## config.mk

```make
export PLATFORM = sky130hd
export DESIGN_NAME = shift_sequencer
export DESIGN_NICKNAME = d
export VERILOG_FILES = /design/src/rtl/shift_pkg.sv /design/src/rtl/shift_step.sv /design/src/rtl/shift_sequencer.sv
export SDC_FILE = /design/constraint.sdc
export NUM_CORES = 1
export LEC_CHECK = 0
export CELL_PAD_IN_SITES_DETAIL_PLACEMENT = 0
export CELL_PAD_IN_SITES_GLOBAL_PLACEMENT = 1
export CORE_MARGIN = 2
export CORE_UTILIZATION = 40
export DETAILED_ROUTE_END_ITERATION = 8
export HOLD_SLACK_MARGIN = 0.03
export PLACE_DENSITY_LB_ADDON = 0.1
export SLEW_MARGIN = 20
export SYNTH_ARGS = -nofsm -noshare
export SYNTH_HDL_FRONTEND = slang
export SYNTH_SLANG_ARGS = --single-unit
```

## constraint.sdc

```tcl
create_clock -name clk -period 3.7 [get_ports clk]
set_input_delay 0.555 -clock clk [delete_from_list [all_inputs] [get_ports clk]]
set_output_delay 0.555 -clock clk [all_outputs]
set_load 0.01 [all_outputs]
```

## src/rtl/shift_pkg.sv

```systemverilog
// -----------------------------------------------------------------------------
// shift_pkg
// Constants and types shared by the shift datapath, the shift sequencer and
// the control unit.
//   - Opcode encodings for the four single-bit shift functions.
//   - Sequencer state encoding.
// -----------------------------------------------------------------------------
package shift_pkg;

  localparam logic [1:0] SHL_FN = 2'b00;  // logical shift left, C = bit out
  localparam logic [1:0] SHR_FN = 2'b01;  // logical shift right, C = bit out
  localparam logic [1:0] ROL_FN = 2'b10;  // rotate left, C untouched
  localparam logic [1:0] ROR_FN = 2'b11;  // rotate right, C untouched

  typedef enum logic [1:0] {
    IDLE   = 2'b00,
    SHIFT  = 2'b01,
    FINISH = 2'b10
  } state_t;

endpackage : shift_pkg

```

## src/rtl/shift_step.sv

```systemverilog
// -----------------------------------------------------------------------------
// shift_step
// Purely combinational single-bit shift/rotate step.
// Ports:
//   work        in   WIDTH  current working value
//   op          in   2      shift function (shift_pkg opcode constants)
//   next_work   out  WIDTH  value after one step
//   carry_out   out  1      bit shifted out (meaningful for SHL/SHR only)
//   carry_valid out  1      1 when carry_out should update the carry flag
// -----------------------------------------------------------------------------
module shift_step
  import shift_pkg::*;
#(
  parameter int WIDTH = 8
) (
  input  logic [WIDTH-1:0] work,
  input  logic [1:0]       op,
  output logic [WIDTH-1:0] next_work,
  output logic             carry_out,
  output logic             carry_valid
);

  // One-position shift or rotate selected by op.
  always_comb begin
    next_work   = work;
    carry_out   = 1'b0;
    carry_valid = 1'b0;
    case (op)
      SHL_FN: begin
        next_work   = {work[WIDTH-2:0], 1'b0};
        carry_out   = work[WIDTH-1];
        carry_valid = 1'b1;
      end
      SHR_FN: begin
        next_work   = {1'b0, work[WIDTH-1:1]};
        carry_out   = work[0];
        carry_valid = 1'b1;
      end
      ROL_FN: begin
        next_work   = {work[WIDTH-2:0], work[WIDTH-1]};
        carry_out   = 1'b0;
        carry_valid = 1'b0;
      end
      ROR_FN: begin
        next_work   = {work[0], work[WIDTH-1:1]};
        carry_out   = 1'b0;
        carry_valid = 1'b0;
      end
      default: begin
        next_work   = work;
        carry_out   = 1'b0;
        carry_valid = 1'b0;
      end
    endcase
  end

endmodule : shift_step

```

## src/rtl/shift_sequencer.sv

```systemverilog
// -----------------------------------------------------------------------------
// shift_sequencer
// Multi-cycle controller that drives the shift datapath one bit position per
// clock. An operation is accepted with start in IDLE; operands are latched,
// the selected function is applied count times, and the result plus carry
// and zero flags are presented with a one-cycle done pulse. The result stays
// stable until the next accepted operation.
// Ports:
//   clk      in   1      system clock, rising edge
//   rst      in   1      asynchronous active-high reset
//   start    in   1      operation request, sampled only in IDLE
//   opcode   in   2      shift function (shift_pkg constants)
//   count    in   CNT_W  number of single-bit steps
//   data_in  in   WIDTH  operand
//   busy     out  1      high while in SHIFT or FINISH
//   done     out  1      single-cycle pulse when result is valid
//   result   out  WIDTH  final shifted value
//   C        out  1      carry flag (last bit out for SHL/SHR, else 0)
//   Z        out  1      zero flag, result == 0
// -----------------------------------------------------------------------------
module shift_sequencer
  import shift_pkg::*;
#(
  parameter int WIDTH = 8,
  parameter int CNT_W = 3
) (
  input  logic             clk,
  input  logic             rst,
  input  logic             start,
  input  logic [1:0]       opcode,
  input  logic [CNT_W-1:0] count,
  input  logic [WIDTH-1:0] data_in,
  output logic             busy,
  output logic             done,
  output logic [WIDTH-1:0] result,
  output logic             C,
  output logic             Z
);

  state_t           state_q,  state_d;
  logic [WIDTH-1:0] work_q,   work_d;
  logic [1:0]       op_q,     op_d;
  logic [CNT_W-1:0] rem_q,    rem_d;
  logic [WIDTH-1:0] result_q, result_d;
  logic             c_q,      c_d;
  logic             busy_q,   busy_d;
  logic             done_q,   done_d;

  logic [WIDTH-1:0] step_work;
  logic             step_carry;
  logic             step_carry_valid;

  shift_step #(
    .WIDTH (WIDTH)
  ) u_step (
    .work        (work_q),
    .op          (op_q),
    .next_work   (step_work),
    .carry_out   (step_carry),
    .carry_valid (step_carry_valid)
  );

  // Next-state and datapath update; result is only loaded on entry to FINISH.
  always_comb begin
    state_d  = state_q;
    work_d   = work_q;
    op_d     = op_q;
    rem_d    = rem_q;
    result_d = result_q;
    c_d      = c_q;
    case (state_q)
      IDLE: begin
        if (start) begin
          work_d = data_in;
          op_d   = opcode;
          rem_d  = count;
          c_d    = 1'b0;
          if (count != {CNT_W{1'b0}}) begin
            state_d = SHIFT;
          end else begin
            // Zero-step operation: pass the operand straight through.
            state_d  = FINISH;
            result_d = data_in;
          end
        end else begin
          state_d = IDLE;
        end
      end
      SHIFT: begin
        work_d = step_work;
        if (step_carry_valid) begin
          c_d = step_carry;
        end else begin
          c_d = c_q;
        end
        // rem is at least 1 here, so the decrement never wraps.
        rem_d = rem_q - CNT_W'(1);
        if (rem_q == CNT_W'(1)) begin
          state_d  = FINISH;
          result_d = step_work;
        end else begin
          state_d = SHIFT;
        end
      end
      FINISH: begin
        state_d = IDLE;
      end
      default: begin
        state_d = IDLE;
      end
    endcase
    // Outputs are registered from the next state so they align with it.
    busy_d = (state_d != IDLE);
    done_d = (state_d == FINISH);
  end

  // State, datapath and registered outputs; reset aborts any operation.
  always_ff @(posedge clk or posedge rst) begin
    if (rst) begin
      state_q  <= IDLE;
      work_q   <= {WIDTH{1'b0}};
      op_q     <= SHL_FN;
      rem_q    <= {CNT_W{1'b0}};
      result_q <= {WIDTH{1'b0}};
      c_q      <= 1'b0;
      busy_q   <= 1'b0;
      done_q   <= 1'b0;
    end else begin
      state_q  <= state_d;
      work_q   <= work_d;
      op_q     <= op_d;
      rem_q    <= rem_d;
      result_q <= result_d;
      c_q      <= c_d;
      busy_q   <= busy_d;
      done_q   <= done_d;
    end
  end

  assign busy   = busy_q;
  assign done   = done_q;
  assign result = result_q;
  assign C      = c_q;
  assign Z      = (result_q == {WIDTH{1'b0}});

endmodule : shift_sequencer

```

==> summary.txt, run 1 <==
Critical path
  • Critical path endpoint category: primary output
  • R2R cell count: 5
  • Worst R2R Start: rem_q[1]
  • Worst Path Arrival: 1.94 ns
  • Crit Path Class: reg -> out
  • Reg2reg end: result[2]
  • Critical Path Source Type: register
  • Reg2reg setup slack: 1.70 ns
  • Worst Path Max Fanout: 3
  • Worst Path Required: 3.14 ns

Clocking
  • Root buffer cell: clkbuf_4
  • TritonCTS buffer count: 3
  • Post-CTS Hold Fix Bufs: 0
  • Post_cts resized: 0
  • Clock-pin slew of the registers on the worst-case setup and hold paths: approximately 0.14 ns
  • CTS max path bufs: 2
  • CTS sink count: 26
  • Post-CTS Setup Bufs: 0
  • Skew-Pair Late Insertion Delay: around 0.31 ns
  • H-tree depth: 1
  • CTS tree: yes

Timing
  • Fin crit period: around 2.5 ns
  • Setup violations, final: 0
  • WHS: 0.530 ns
  • Final clock skew: 0.00497 ns
  • Pins over their slew limit: 0
  • Final hold vios: 0
  • RSZ-0062 raised after global routing: no
  • Max Clk Rate: approximately 400 MHz
  • Setup TNS: 0 ns
  • Final Cycle Share: 67.5%
  • Max_slew headroom: 38.7%
  • Worst-Margin Slew: 0.914 ns

Yosys
  • Post-synth EDFFs: 0
  • Syn Inst Count: 110
  • Mapped cell area: 1340 um^2
  • Share of flip-flops with an asynchronous set or reset: 100%
  • Synth unique cells: 33
  • Syn nets: 128
  • Post-synth top flop: dfrtp_1
  • Mapped Avg Cell Area: 12.2 um^2
  • Sequential area share after synthesis: 48.6%
  • Yosys reg bits: 26
  • Synth Warn #: 0

Pwr
  • Leakage power: 0.701 nW
  • Peak supply drop: 0.362 mV
  • Pwr/cell area: 838 nW/um^2

Global route
  • Met3 usage: approximately 3.1%
  • GRT Total Usage: 16.3%
  • First-pass GRT wire length: 4450 um
  • Top Usage Layer GRT: met2
  • Met1 Resource Use GR: a little under a quarter
  • Largest net degree at the start of global routing: 27
  • Initial antenna violation count: 0
  • Global route total overflow: 0
  • Met2 track utilization from global routing: 25.6%
  • Number of global-route vias before repair: 889

Detailed routing
  • Routed Antenna Nets: 0
  • DR vias: 926
  • Wire per inst: roughly 15 um
  • Vias per cell: 5.14
  • DR iter-0 viols: 40
  • DRC viols: 0
  • WL final: 2720 um
  • DR pass1 iterations: 4

Die
  • Core area: 3280 um^2
  • Die W: 61.9 um
  • I/O pin cnt: 28
  • Die ar.: roughly 3800 um^2
  • Initial Utilization: 40.8%
  • Chip Height: a little over 60 um
  • # rows: 21

Placed design
  • Placed cells: 177
  • GPL Wtd Cong: just over 0.7
  • Cell Area, Placed: about 1600 um^2
  • Port bufs: 27
  • Hpwl dp: 2000 um

Hold path
  • Worst hold-check path type: reg -> reg
  • Hold endpoint: rem_q[1]
  • Worst Min Path Start: rem_q[1]
  • Worst hold path depth: 1

Layout
  • Nets: roughly 150
  • Synth-to-layout area growth: 23.3%
  • ANT cells: 0
  • Post-route cell area: between 1500 and 2000 um^2
  • Fin util: 50.2%
  • Fin cells: 180
  • Share of cells above drive strength 1: 22.4%

Job
  • MaxCap Viol Count: 0

Run status
  • Status: complete, no violations
logic make-up after synthesis:
logic type	after synthesis	share of synthesized area, %
compound gates	23	11.8
fa+ha+maj	2	1.87
buf+inv	14	5.14
flops	26	48.6
mux	27	24.3
simple gates	18	8.32
report_power, final:
group	internal, W	switching (W)
registers	0.000425	0.000151
clock network	0.0000380	0.0000799
logic	0.000428	0.000261
total	0.000891	0.000492
flip-flops by register name, summed over array words and instances, names as in the netlist:
name and flops:
C 1, rem_q 3, work_q 8, state_q 2, result 8, done 1, op_q 2, busy 1
critical path: stages (launching register included):
cell and delay (ns):
dfrtp_1 0.44, or4_1 0.53, nor2_1 0.12, clkdlybuf4s50_1 0.54
area by class of cell:
class | count | area [um^2]
Timing Repair Buffer | 27 | 270
Clock buffer | 3 | 22.5
Multi-Input combinational cell | 70 | 619
Sequential cell | 26 | 651
Tap cell | 46 | 57.6
Inverter | 8 | 30.0
Fill cell | 308 | 1630
metal layers:
layer  vias up  wire length [um]
met5         -                 0
met4         0                20
met3         2               107
met2        18              1370
met1       462              1230
li1        444                 -
layout by cell type (no fill, tap or decap):
| master | instances |
|---|---|
| nand3b_1 | 2 |
| o211ai_1 | 2 |
| nor3b_1 | 1 |
| mux2_2 | 20 |
| nor2b_1 | 3 |
| mux2i_1 | 1 |
| a311oi_1 | 1 |
| a22o_1 | 1 |
| o21bai_1 | 1 |
| or4bb_1 | 1 |
| or4_1 | 2 |
| nor2_1 | 3 |
| inv_1 | 6 |
| clkdlybuf4s50_1 | 27 |
| dfrtp_1 | 26 |
| mux2_4 | 6 |
| nand2b_1 | 1 |
| ha_1 | 2 |
| a21oi_1 | 5 |
| o21a_1 | 1 |
| o22ai_1 | 1 |
| o22a_1 | 1 |
| o31a_1 | 1 |
| o21ai_0 | 3 |
| clkinv_1 | 1 |
| or3b_1 | 1 |
| clkbuf_4 | 3 |
| or3_1 | 1 |
| nand2_1 | 3 |
| a221oi_1 | 1 |
| o31ai_1 | 5 |
| inv_2 | 1 |
synth_stat cells, types with 2 or more instances:
| library cell | number | area [um^2] |
|---|---|---|
| o21ai_0 | 3 | 15.0 |
| mux2_4 | 6 | 90.1 |
| a21oi_1 | 5 | 25.0 |
| mux2_2 | 20 | 225 |
| o31ai_1 | 5 | 37.5 |
| nand2_1 | 3 | 11.3 |
| nor2b_1 | 3 | 18.8 |
| clkbuf_1 | 2 | 7.51 |
| or4_1 | 2 | 15.0 |
| buf_6 | 2 | 22.5 |
| dfrtp_1 | 26 | 651 |
| o211ai_1 | 2 | 15.0 |
| inv_1 | 7 | 26.3 |
| nor2_1 | 3 | 11.3 |
| nand3b_1 | 2 | 15.0 |
| ha_1 | 2 | 25.0 |
through the flow:
step,total power [W],worst slack (ns)
6_report,0.00138,1.20
5_1_grt,0.00151,1.13
4_1_cts,0.00140,1.17
3_5_place_dp,0.00128,1.20
3_3_place_gp,0.00127,1.24
2_1_floorplan,0.00105,1.94
worst max-delay path by stage:
| stage | startpoint | end | slack (ns) | cells past startpoint |
|---|---|---|---|---|
| final | result[7] | Z | 1.20 | 3 |
| after detailed placement | start | result[2] | 1.20 | 4 |
| after CTS | result[7] | Z | 1.17 | 3 |
| after global placement | start | result[2] | 1.24 | 4 |
| after floorplan | start | result[1] | 1.94 | 5 |
| after global routing | result[4] | Z | 1.13 | 3 |
Power figures use the tool's default switching activity.
==> run 2: changes to the inputs <==
CORE_UTILIZATION = 36   (was 40)
clock period = 2 ns   (was 3.7 ns; I/O delays follow)
==> run 2 against run 1 <==
Effect of this change: register-to-register slack worse by 1.6 ns; worst setup slack worse by 1.1 ns; first-iteration DRC count is 25% lower; sequential share of layout area is 3.2 points lower; wire length is 6.8% higher; critical path type unchanged; hold slack worse by 0.15 ns; sequential cell count stayed put.
==> summary.txt, run 2 (synthesis gave the netlist of run 1 again) <==
Pwr
  • Seq pwr share: between 30% and 40%
  • P_int: 0.00186 W
  • Pwr/cell area: 1570 nW/um^2
  • Net switching power: about 0.00096 W
  • Comb pwr share: 51.1%
  • Leakage power: 0.792 nW
  • Sw frac: between 30% and 40%
  • Clk pwr share: 12.1%
  • Peak supply drop: 0.550 mV

Clocking
  • Skew-Pair Late Insertion Delay: 0.27 ns
  • Root buffer cell: clkbuf_8
  • TritonCTS buffer count: 3
  • CTS max path bufs: 2
  • CTS sink count: 26
  • H-tree depth: 1
  • CTS tree: yes
  • Post-CTS Hold Fix Bufs: 0
  • Clock-pin slew of the registers on the worst-case setup and hold paths: about 0.09 ns

Hold path
  • Worst hold-check path type: in -> async

Detailed routing
  • Wire per inst: between 10 and 15 um
  • DRC viols: 0
  • Routed Antenna Nets: 0
  • DR iter-0 viols: 30
  • WL final: 2900 um
  • DR pass1 iterations: 4
  • Vias per cell: 5.06
  • DR vias: 991

Critical path
  • R2R cell count: 6
  • Critical Path Source Type: register
  • Crit Path Class: reg -> out
  • Worst Path Max Fanout: 2
  • Worst Path Required: ~1.7 ns
  • Critical path endpoint category: primary output
  • Worst Path Arrival: 1.61 ns

Global route
  • Number of global-route vias before repair: 1069
  • First-pass GRT wire length: 5080 um
  • Initial antenna violation count: 0
  • GRT Total Usage: 15.7%
  • Global route total overflow: 0
  • Largest net degree at the start of global routing: 27

Timing
  • Final hold vios: 0
  • Max Clk Rate: 524 MHz
  • Final clock skew: about 0.0039 ns
  • Worst-Margin Slew: about 0.42 ns
  • Final Cycle Share: 95.4%
  • Fin crit period: approximately 1.9 ns
  • Pins over their slew limit: 0
  • RSZ-0062 raised after global routing: no
  • Max_slew headroom: 71.7%
  • Setup TNS: 0 ns
  • Setup violations, final: 0

Run status
  • Status: complete, no violations

Layout
  • Share of cells above drive strength 1: 29.7%
  • Nets: about 170
  • Most frequent cells in the layout: dfrtp_1, clkdlybuf4s50_1, mux2_2
  • Synth-to-layout area growth: 34.0%
  • # fillers: about 340
  • ANT cells: 0
  • Area of the multi-input gates: slightly above 600 um^2
  • Fin util: around half
  • Register area: 651 um^2

Die
  • Die W: 65.0 um
  • I/O pin cnt: 28
  • Die ar.: 4220 um^2
  • Core area: 3610 um^2
  • Initial Utilization: 37.1%
  • # rows: 22
  • Chip Height: 65.0 um

Placed design
  • Hpwl dp: ~2200 um
  • Port bufs: 27
  • GPL Wtd Cong: 0.729

Job
  • MaxCap Viol Count: 0
[run 2: cell count changes in the layout (fill, tap and decap cells not counted)]
| cell | delta |
|---|---|
| inv_1 | +1 |
| clkinv_1 | -1 |
| dlygate4sd2_1 | +1 |
| clkbuf_4 | -3 |
| clkdlybuf4s50_1 | -1 |
| buf_4 | +12 |
| clkbuf_8 | +4 |
| buf_12 | +1 |
[run 2: final cells by class]
type | count | share of cell area, %
Clock buffer | 4 | 3.07
Inverter | 8 | 1.67
Multi-Input combinational cell | 70 | 34.5
Sequential cell | 26 | 36.3
Tap cell | 48 | 3.35
Timing Repair Buffer | 40 | 21.1
[run 2: power by group through the flow]
| stage | sequential [W] | clock (W) | combinational (W) |
|---|---|---|---|
| 3_5_place_dp | 0.00104 | 0 | 0.00146 |
| 5_1_grt | 0.00108 | 0.000378 | 0.00159 |
| 3_3_place_gp | 0.00104 | 0 | 0.00144 |
| 2_1_floorplan | 0.000992 | 0 | 0.000949 |
| 6_report | 0.00103 | 0.000340 | 0.00144 |
| 4_1_cts | 0.00103 | 0.000351 | 0.00147 |
[run 2: repair_timing]
item                                   CTS  global route
endpoints found under the hold margin    0             0
resized for setup                        1             0
buffers inserted                         0             0
setup endpoints to repair                1             0
[run 2: final timing paths]
path	slack, ns	endpoint	startpoint
max	0.09	Z	result[4]
min	0.38	rem_q[0]	rst
max reg2reg	0.13	result[3]	rem_q[1]
min reg2reg	0.51	state_q[0]	state_q[1]
max in group asynchronous	1.36	result[0]	rst
min in group clk	0.51	state_q[0]	state_q[1]
[run 2: per-stage QoR]
step                      setup WS, ns  hold WS [ns]  total power (W)  instance area (um^2)  std cells
after floorplan                  0.250         0.340          0.00194                  1340        110
after global placement          0.0619         0.490          0.00248                  1740        192
after detailed placement        0.0669         0.499          0.00250                  1740        192
after CTS                       0.0722         0.392          0.00285                  1790        196
after global routing            0.0101         0.431          0.00305                  1790        196
final                           0.0913         0.382          0.00281                  1790        196
[run 2: layer usage]
metal | up-vias | GRT usage, % | part of all wire, %
li1 | 477 | - | -
met1 | 494 | 20.3 | 46
met2 | 18 | 27.1 | 51
met3 | 2 | 2.78 | 3.4
met4 | 0 | 3.99 | 0.28
met5 | - | 0 | 0
[run 2: worst max-delay path, stage by stage, from the launching register on]
cell	delay, ns
dfrtp_1	0.38
or4_1	0.56
nor2_1	0.13
dlygate4sd2_1	0.27
